<file path="src/rtl/seq_wide_adder_pkg.sv">
// Shared definitions for the sequential wide adder.
//   state_t   : FSM state encoding (IDLE, RUN, DONE).
//   cnt_width : chunk-counter width for a given chunk count, never below 1 bit.
package gf_adder_pkg;

  typedef enum logic [1:0] {
    IDLE = 2'd0,
    RUN  = 2'd1,
    DONE = 2'd2
  } state_t;

  function automatic int unsigned cnt_width(input int unsigned num_chunks);
    return (num_chunks <= 1) ? 1 : $clog2(num_chunks);
  endfunction

  // Counter width for the default configuration of four chunks.
  localparam int unsigned DEFAULT_CNT_W = cnt_width(4);

endpackage

</file>
<file path="src/rtl/rca_adder.sv">
// Narrow ripple-carry adder stage built from full_adder cells.
//   a, b : DATA_WIDTH-bit addends
//   ci   : carry into bit 0
//   sum  : DATA_WIDTH-bit sum
//   co   : carry out of the top bit
module full_adder (
  input  logic a,
  input  logic b,
  input  logic ci,
  output logic sum,
  output logic co
);
  assign sum = a ^ b ^ ci;
  assign co  = (a & b) | (ci & (a ^ b));
endmodule

module rca_adder #(
  parameter int unsigned DATA_WIDTH = 8
) (
  input  logic [DATA_WIDTH-1:0] a,
  input  logic [DATA_WIDTH-1:0] b,
  input  logic                  ci,
  output logic [DATA_WIDTH-1:0] sum,
  output logic                  co
);
  logic [DATA_WIDTH:0] carry;

  assign carry[0] = ci;
  assign co       = carry[DATA_WIDTH];

  for (genvar i = 0; i < DATA_WIDTH; i++) begin : g_bit
    full_adder u_fa (
      .a   (a[i]),
      .b   (b[i]),
      .ci  (carry[i]),
      .sum (sum[i]),
      .co  (carry[i+1])
    );
  end
endmodule

</file>
<file path="src/rtl/seq_wide_adder.sv">
// Multi-cycle wide adder/subtractor: one CHUNK_WIDTH-bit rca_adder is reused
// NUM_CHUNKS times, LSB chunk first, with the carry registered between cycles.
//   clk, rst            : clock, asynchronous active-high reset
//   in_valid / in_ready : operand handshake (a, b, ci, sub)
//   sub                 : 1 -> a - b (ci ignored), 0 -> a + b + ci
//   out_valid/out_ready : result handshake (sum, co)
//   sum, co             : W-bit result modulo 2^W; co = 1 means no borrow in sub
module seq_wide_adder
  import gf_adder_pkg::*;
#(
  parameter int unsigned CHUNK_WIDTH = 8,
  parameter int unsigned NUM_CHUNKS  = 4
) (
  input  logic                              clk,
  input  logic                              rst,
  input  logic                              in_valid,
  output logic                              in_ready,
  input  logic [CHUNK_WIDTH*NUM_CHUNKS-1:0] a,
  input  logic [CHUNK_WIDTH*NUM_CHUNKS-1:0] b,
  input  logic                              ci,
  input  logic                              sub,
  output logic                              out_valid,
  input  logic                              out_ready,
  output logic [CHUNK_WIDTH*NUM_CHUNKS-1:0] sum,
  output logic                              co
);
  localparam int unsigned W     = CHUNK_WIDTH * NUM_CHUNKS;
  localparam int unsigned CNT_W = cnt_width(NUM_CHUNKS);
  localparam logic [CNT_W-1:0] LAST = CNT_W'(NUM_CHUNKS - 1);

  state_t             state, state_next;
  logic [CNT_W-1:0]   cnt;
  logic               carry;
  logic [W-1:0]       op_a, op_b;
  logic [CHUNK_WIDTH-1:0] add_a, add_b, add_sum;
  logic               add_co;

  // Chunk mux: select operand chunk [cnt] for the shared adder stage.
  always_comb begin
    add_a = '0;
    add_b = '0;
    for (int unsigned i = 0; i < NUM_CHUNKS; i++) begin
      if (cnt == CNT_W'(i)) begin
        add_a = op_a[i*CHUNK_WIDTH +: CHUNK_WIDTH];
        add_b = op_b[i*CHUNK_WIDTH +: CHUNK_WIDTH];
      end
    end
  end

  rca_adder #(
    .DATA_WIDTH (CHUNK_WIDTH)
  ) u_rca (
    .a   (add_a),
    .b   (add_b),
    .ci  (carry),
    .sum (add_sum),
    .co  (add_co)
  );

  always_comb begin
    state_next = state;
    in_ready   = 1'b0;
    out_valid  = 1'b0;
    case (state)
      IDLE: begin
        in_ready = 1'b1;
        if (in_valid) state_next = RUN;
      end
      RUN: begin
        if (cnt == LAST) state_next = DONE;
      end
      DONE: begin
        out_valid = 1'b1;
        if (out_ready) state_next = IDLE;
      end
      default: state_next = IDLE;
    endcase
  end

  always_ff @(posedge clk or posedge rst) begin
    if (rst) begin
      state <= IDLE;
      cnt   <= '0;
      carry <= 1'b0;
      op_a  <= '0;
      op_b  <= '0;
      sum   <= '0;
      co    <= 1'b0;
    end else begin
      state <= state_next;
      case (state)
        IDLE: begin
          if (in_valid) begin
            // Subtraction as a + ~b + 1: invert b here and seed the carry with 1.
            op_a  <= a;
            op_b  <= sub ? ~b : b;
            carry <= sub ? 1'b1 : ci;
            cnt   <= '0;
          end
        end
        RUN: begin
          for (int unsigned i = 0; i < NUM_CHUNKS; i++) begin
            if (cnt == CNT_W'(i)) sum[i*CHUNK_WIDTH +: CHUNK_WIDTH] <= add_sum;
          end
          carry <= add_co;
          cnt   <= cnt + 1'b1;
          if (cnt == LAST) co <= add_co;
        end
        default: ;
      endcase
    end
  end

endmodule

</file>
<file path="config.mk">
export PLATFORM = sky130hd
export DESIGN_NAME = seq_wide_adder
export DESIGN_NICKNAME = d
export VERILOG_FILES = /design/src/rtl/seq_wide_adder_pkg.sv /design/src/rtl/rca_adder.sv /design/src/rtl/seq_wide_adder.sv
export SDC_FILE = /design/constraint.sdc
export NUM_CORES = 1
export LEC_CHECK = 0
export BUFFER_PORTS_ARGS = -buffer_cell sky130_fd_sc_hd__buf_2
export CAP_MARGIN = 40
export CORE_UTILIZATION = 30
export DETAILED_ROUTE_END_ITERATION = 7
export SETUP_SLACK_MARGIN = 0.15
export SYNTH_ARGS = -nofsm -noshare
export SYNTH_HDL_FRONTEND = slang
export SYNTH_HIERARCHICAL = 1
export SYNTH_SLANG_ARGS = --single-unit
</file>
<file path="constraint.sdc">
create_clock -name clk -period 4.85 [get_ports clk]
set_input_delay 1.455 -clock clk [delete_from_list [all_inputs] [get_ports clk]]
set_output_delay 1.455 -clock clk [all_outputs]
set_load 0.03 [all_outputs]
</file>
==> metrics.txt <==
# TYPE chip_impl_metric gauge
chip_impl_metric{name="timing.fmax",unit="GHz"} 0.2158
chip_impl_metric{name="antenna_violations_before_repair",unit=""} 1
chip_impl_metric{name="htreeDepth",unit=""} 3
chip_impl_info{name="rsz0062_at_grt",value="false"} 1
chip_impl_info{name="min_path_type",value="reg -> reg"} 1
chip_impl_info{name="cp-end-kind",value="flop"} 1
chip_impl_metric{name="dr.pass1.iters",unit=""} 4
chip_impl_metric{name="synth-async-reset-ratio",unit=""} 1.000
chip_impl_info{name="critPathLaunchType",value="flop"} 1
chip_impl_metric{name="numCtsBuffers",unit=""} 9
chip_impl_metric{name="first_global_vias",unit=""} 3642
chip_impl_metric{name="placementRows",unit=""} 45
chip_impl_metric{name="finalHoldViolCount",unit=""} 0
chip_impl_metric{name="clockPowerShare",unit=""} 0.150
chip_impl_metric{name="clock_sink_count",unit=""} 102
chip_impl_metric{name="fin_nets",unit=""} 640
chip_impl_metric{name="count_of_antenna_violating_nets_left_after_detailed_routing",unit=""} 0
chip_impl_metric{name="fraction_of_the_cycle_the_final_worst_path_needs",unit=""} 0.9556
chip_impl_info{name="run_status",value="finished clean"} 1
chip_impl_metric{name="power_per_cell_area",unit="nW/µm²"} 803.2
chip_impl_metric{name="critPathArrivalTime",unit="ns"} 4.88
chip_impl_metric{name="syn_area",unit="µm²"} 4785
chip_impl_metric{name="clock_tree.buffer_depth",unit=""} 2
chip_impl_metric{name="die_h",unit="µm"} 128.3
chip_impl_metric{name="max_slew.worst_pin.slew",unit="ns"} 0.8675
chip_impl_metric{name="synthDominantCellAreaShare",unit=""} 0.5335
chip_impl_info{name="criticalPathCategory",value="reg -> reg"} 1
chip_impl_info{name="post_synth_main_area_contributors",value="sky130_fd_sc_hd__dfrtp_1 (53%), sky130_fd_sc_hd__nand2_1 (11%), sky130_fd_sc_hd__mux2_2 (7.8%)"} 1
chip_impl_metric{name="netSwitchingPower",unit="µW"} 2045
chip_impl_metric{name="initial_drc_count",unit=""} 133
chip_impl_metric{name="syn-instance-count",unit=""} 458
chip_impl_metric{name="post_synth.cell_area_avg",unit="µm²"} 10.45
chip_impl_metric{name="share_of_the_yosys_chip_area_belonging_to_registers",unit=""} 0.5335
chip_impl_metric{name="layout-drive-gt1-share",unit=""} 0.3357
chip_impl_metric{name="buffer_ports.inserted",unit=""} 104
chip_impl_metric{name="filler_cell_count",unit=""} 1540
chip_impl_metric{name="required",unit="ns"} 5.09
chip_impl_metric{name="ir_drop",unit="mV"} 0.4458
chip_impl_info{name="ys_dominant_reg_cell",value="sky130_fd_sc_hd__dfrtp_1"} 1
chip_impl_metric{name="synth_cell_type_count",unit=""} 22
chip_impl_metric{name="clkTransAtPathRegs",unit="ns"} 0.07
chip_impl_metric{name="coreArea",unit="µm²"} 15370
chip_impl_metric{name="count_of_maximum_capacitance_violations",unit=""} 0
chip_impl_metric{name="internal_power",unit="µW"} 2666
chip_impl_metric{name="sw_frac_of_total",unit=""} 0.4340
chip_impl_metric{name="number_of_enable_flip_flop_cells_after_synthesis",unit=""} 0
chip_impl_info{name="most_common_cell_after_layout_fill_and_taps_aside",value="sky130_fd_sc_hd__nand2_1"} 1
chip_impl_metric{name="p_comb_frac",unit=""} 0.522
chip_impl_metric{name="die_width",unit="µm"} 128.3
chip_impl_metric{name="relSlewSlack",unit=""} 0.4217
chip_impl_metric{name="drt-vias-per-instance",unit=""} 4.603
chip_impl_metric{name="routedWlPerCell",unit="µm"} 15.56
chip_impl_metric{name="clock-skew-final",unit="ns"} 0.005877
chip_impl_metric{name="floorplan.die_area",unit="µm²"} 16460
chip_impl_metric{name="dpl.hpwl",unit="mm"} 9.165
chip_impl_metric{name="initial_core_util",unit=""} 0.3113
chip_impl_metric{name="fin_tns_setup",unit="ns"} 0
chip_impl_metric{name="grt_remaining_overflow",unit=""} 0
chip_impl_metric{name="crit_fanout",unit=""} 4
chip_impl_metric{name="drv_slew",unit=""} 0
chip_impl_info{name="root_buffer",value="sky130_fd_sc_hd__clkbuf_16"} 1
chip_impl_metric{name="layout-area-overhead-vs-synth",unit="%"} 22.59
chip_impl_metric{name="grt_start_max_net_pins",unit=""} 47
chip_impl_metric{name="worst_skew_pair_later_pin_latency",unit="ns"} 0.36
chip_impl_metric{name="leakagePower",unit="µW"} 0.002773
chip_impl_metric{name="post-route-min-period",unit="ns"} 4.635
chip_impl_metric{name="global_route_wire_length_before_repair",unit="mm"} 19.23
chip_impl_metric{name="setup_viol",unit=""} 0
chip_impl_metric{name="detailed_place.area",unit="µm²"} 5538
chip_impl_metric{name="remaining_drc_errors",unit=""} 0
chip_impl_metric{name="seq_power_share",unit=""} 0.329
chip_impl_metric{name="ys.warnings.count",unit=""} 6
chip_impl_metric{name="wl",unit="mm"} 12.06
chip_impl_metric{name="ys_seq_elements",unit=""} 102
chip_impl_metric{name="final_core_utilization",unit=""} 0.3816
chip_impl_info{name="commonest_cells_after_routing_fill_and_taps_aside",value="sky130_fd_sc_hd__nand2_1 (146), sky130_fd_sc_hd__buf_2 (104), sky130_fd_sc_hd__dfrtp_1 (102)"} 1
chip_impl_metric{name="global_route.usage.total",unit=""} 0.1567
chip_impl_metric{name="postLayoutCellArea",unit="µm²"} 5866
chip_impl_info{name="synth.largest_area_cell",value="sky130_fd_sc_hd__dfrtp_1"} 1
chip_impl_info{name="tritoncts",value="built"} 1
chip_impl_metric{name="routabilityCongestion",unit=""} 0.7867
chip_impl_metric{name="io_pins",unit=""} 105
chip_impl_metric{name="synth.net_count",unit=""} 540
chip_impl_metric{name="hold_slack",unit="ns"} 0.4803
chip_impl_metric{name="via_count",unit=""} 3567
-- per-stage QoR --
stage	power, µW	cells	setup slack (ns)
floorplan	3204	458	0.1446
global placement	3887	756	0.1370
detailed placement	4012	756	0.04025
CTS	4742	774	0.1703
global route	5057	774	0.1680
finish	4711	775	0.2155
-- routing by layer --
metal / vias to the layer above / wire length [µm] / GRT usage
met5: - / 0 / 0
met4: 0 / 176 / 0.04775
met3: 13 / 641 / 0.05092
met2: 95 / 5702 / 0.2531
met1: 1737 / 5537 / 0.1988
li1: 1722 / - / -
-- what timing repair did --
| item | 4_1_cts | 5_1_grt |
|---|---|---|
| hold buffers | 0 | 0 |
| gates resized for setup | 2 | 3 |
| hold endpoints to repair | 0 | 0 |
| setup endpoints to repair | 5 | 4 |
| buffers inserted | 2 | 0 |
| pin swaps | 1 | 0 |
-- area by class of cell --
class                   count  area, µm²  share of cell area
inverters                   4      17.52            0.002986
flip-flops and latches    102       2552              0.4352
clock inverters             4      30.03            0.005119
clock buffers              12      256.5             0.04373
repair buffers            119      633.1              0.1079
well taps                 211      264.0             0.04501
multi-input cells         322       2110              0.3596
diodes                      1      2.502           0.0004266
-- cell usage after synthesis, types with 3 or more instances --
| cell type | instances |
|---|---|
| sky130_fd_sc_hd__a221oi_1 | 16 |
| sky130_fd_sc_hd__buf_2 | 12 |
| sky130_fd_sc_hd__buf_6 | 4 |
| sky130_fd_sc_hd__clkbuf_1 | 9 |
| sky130_fd_sc_hd__clkbuf_2 | 3 |
| sky130_fd_sc_hd__dfrtp_1 | 102 |
| sky130_fd_sc_hd__fa_1 | 8 |
| sky130_fd_sc_hd__ha_1 | 4 |
| sky130_fd_sc_hd__inv_1 | 4 |
| sky130_fd_sc_hd__mux2_2 | 33 |
| sky130_fd_sc_hd__nand2_1 | 146 |
| sky130_fd_sc_hd__nand2_2 | 4 |
| sky130_fd_sc_hd__nand3_1 | 3 |
| sky130_fd_sc_hd__nor2b_1 | 18 |
| sky130_fd_sc_hd__o21ai_0 | 36 |
| sky130_fd_sc_hd__o31ai_1 | 17 |
| sky130_fd_sc_hd__xnor2_1 | 32 |
-- kinds of logic after synthesis --
kind of cell | after synthesis | synth area share
compound gates | 69 | 0.09362
xor+xnor | 32 | 0.05858
fa+ha+maj | 12 | 0.04393
buf+inv | 34 | 0.03844
flops | 102 | 0.5335
mux | 33 | 0.07767
simple gates | 176 | 0.1543
-- critical path, stage by stage, from the launching register on --
cell and delay (ns):
sky130_fd_sc_hd__dfrtp_1 0.39, sky130_fd_sc_hd__inv_2 0.08, sky130_fd_sc_hd__ha_2 0.19, sky130_fd_sc_hd__nor2b_1 0.18, sky130_fd_sc_hd__a221oi_2 0.30, sky130_fd_sc_hd__o31ai_2 0.11
sky130_fd_sc_hd__fa_2 0.40, sky130_fd_sc_hd__fa_2 0.35, sky130_fd_sc_hd__fa_2 0.36, sky130_fd_sc_hd__fa_2 0.35, sky130_fd_sc_hd__fa_2 0.36, sky130_fd_sc_hd__fa_2 0.35
sky130_fd_sc_hd__fa_2 0.35, sky130_fd_sc_hd__fa_2 0.46, sky130_fd_sc_hd__mux2_2 0.28
-- power by group through the flow --
| stage | Sequential (µW) | Combinational (µW) | Clock (µW) |
|---|---|---|---|
| after global routing | 1600 | 2700 | 760 |
| after floorplan | 1740 | 1460 | 0 |
| after global placement | 1550 | 2340 | 0 |
| after CTS | 1550 | 2470 | 724 |
| final | 1550 | 2460 | 705 |
| after detailed placement | 1570 | 2440 | 0 |
-- registers in the layout (all words and copies together), names as in the netlist --
name	cells
cnt	2
state	2
carry	1
co	1
sum	32
op_a	32
op_b	32
-- worst paths after layout --
check                                     startpoint                   end  slack [ns]  cells after the start
max in group asynchronous                        rst  op_a[28]$_DFFE_PP0P_        2.84                      3
worst max-delay path              cnt[1]$_DFFE_PP0P_   sum[31]$_DFFE_PP0P_        0.22                     14
worst min-delay path            op_a[13]$_DFFE_PP0P_  op_a[13]$_DFFE_PP0P_        0.48                      2
worst max register to register    cnt[1]$_DFFE_PP0P_   sum[31]$_DFFE_PP0P_        0.22                     14
worst min register to register  op_a[13]$_DFFE_PP0P_  op_a[13]$_DFFE_PP0P_        0.48                      2
min in group asynchronous                        rst  state[1]$_DFFE_PP0P_        1.16                      2
Note: power is estimated with default switching activity, not from simulation.
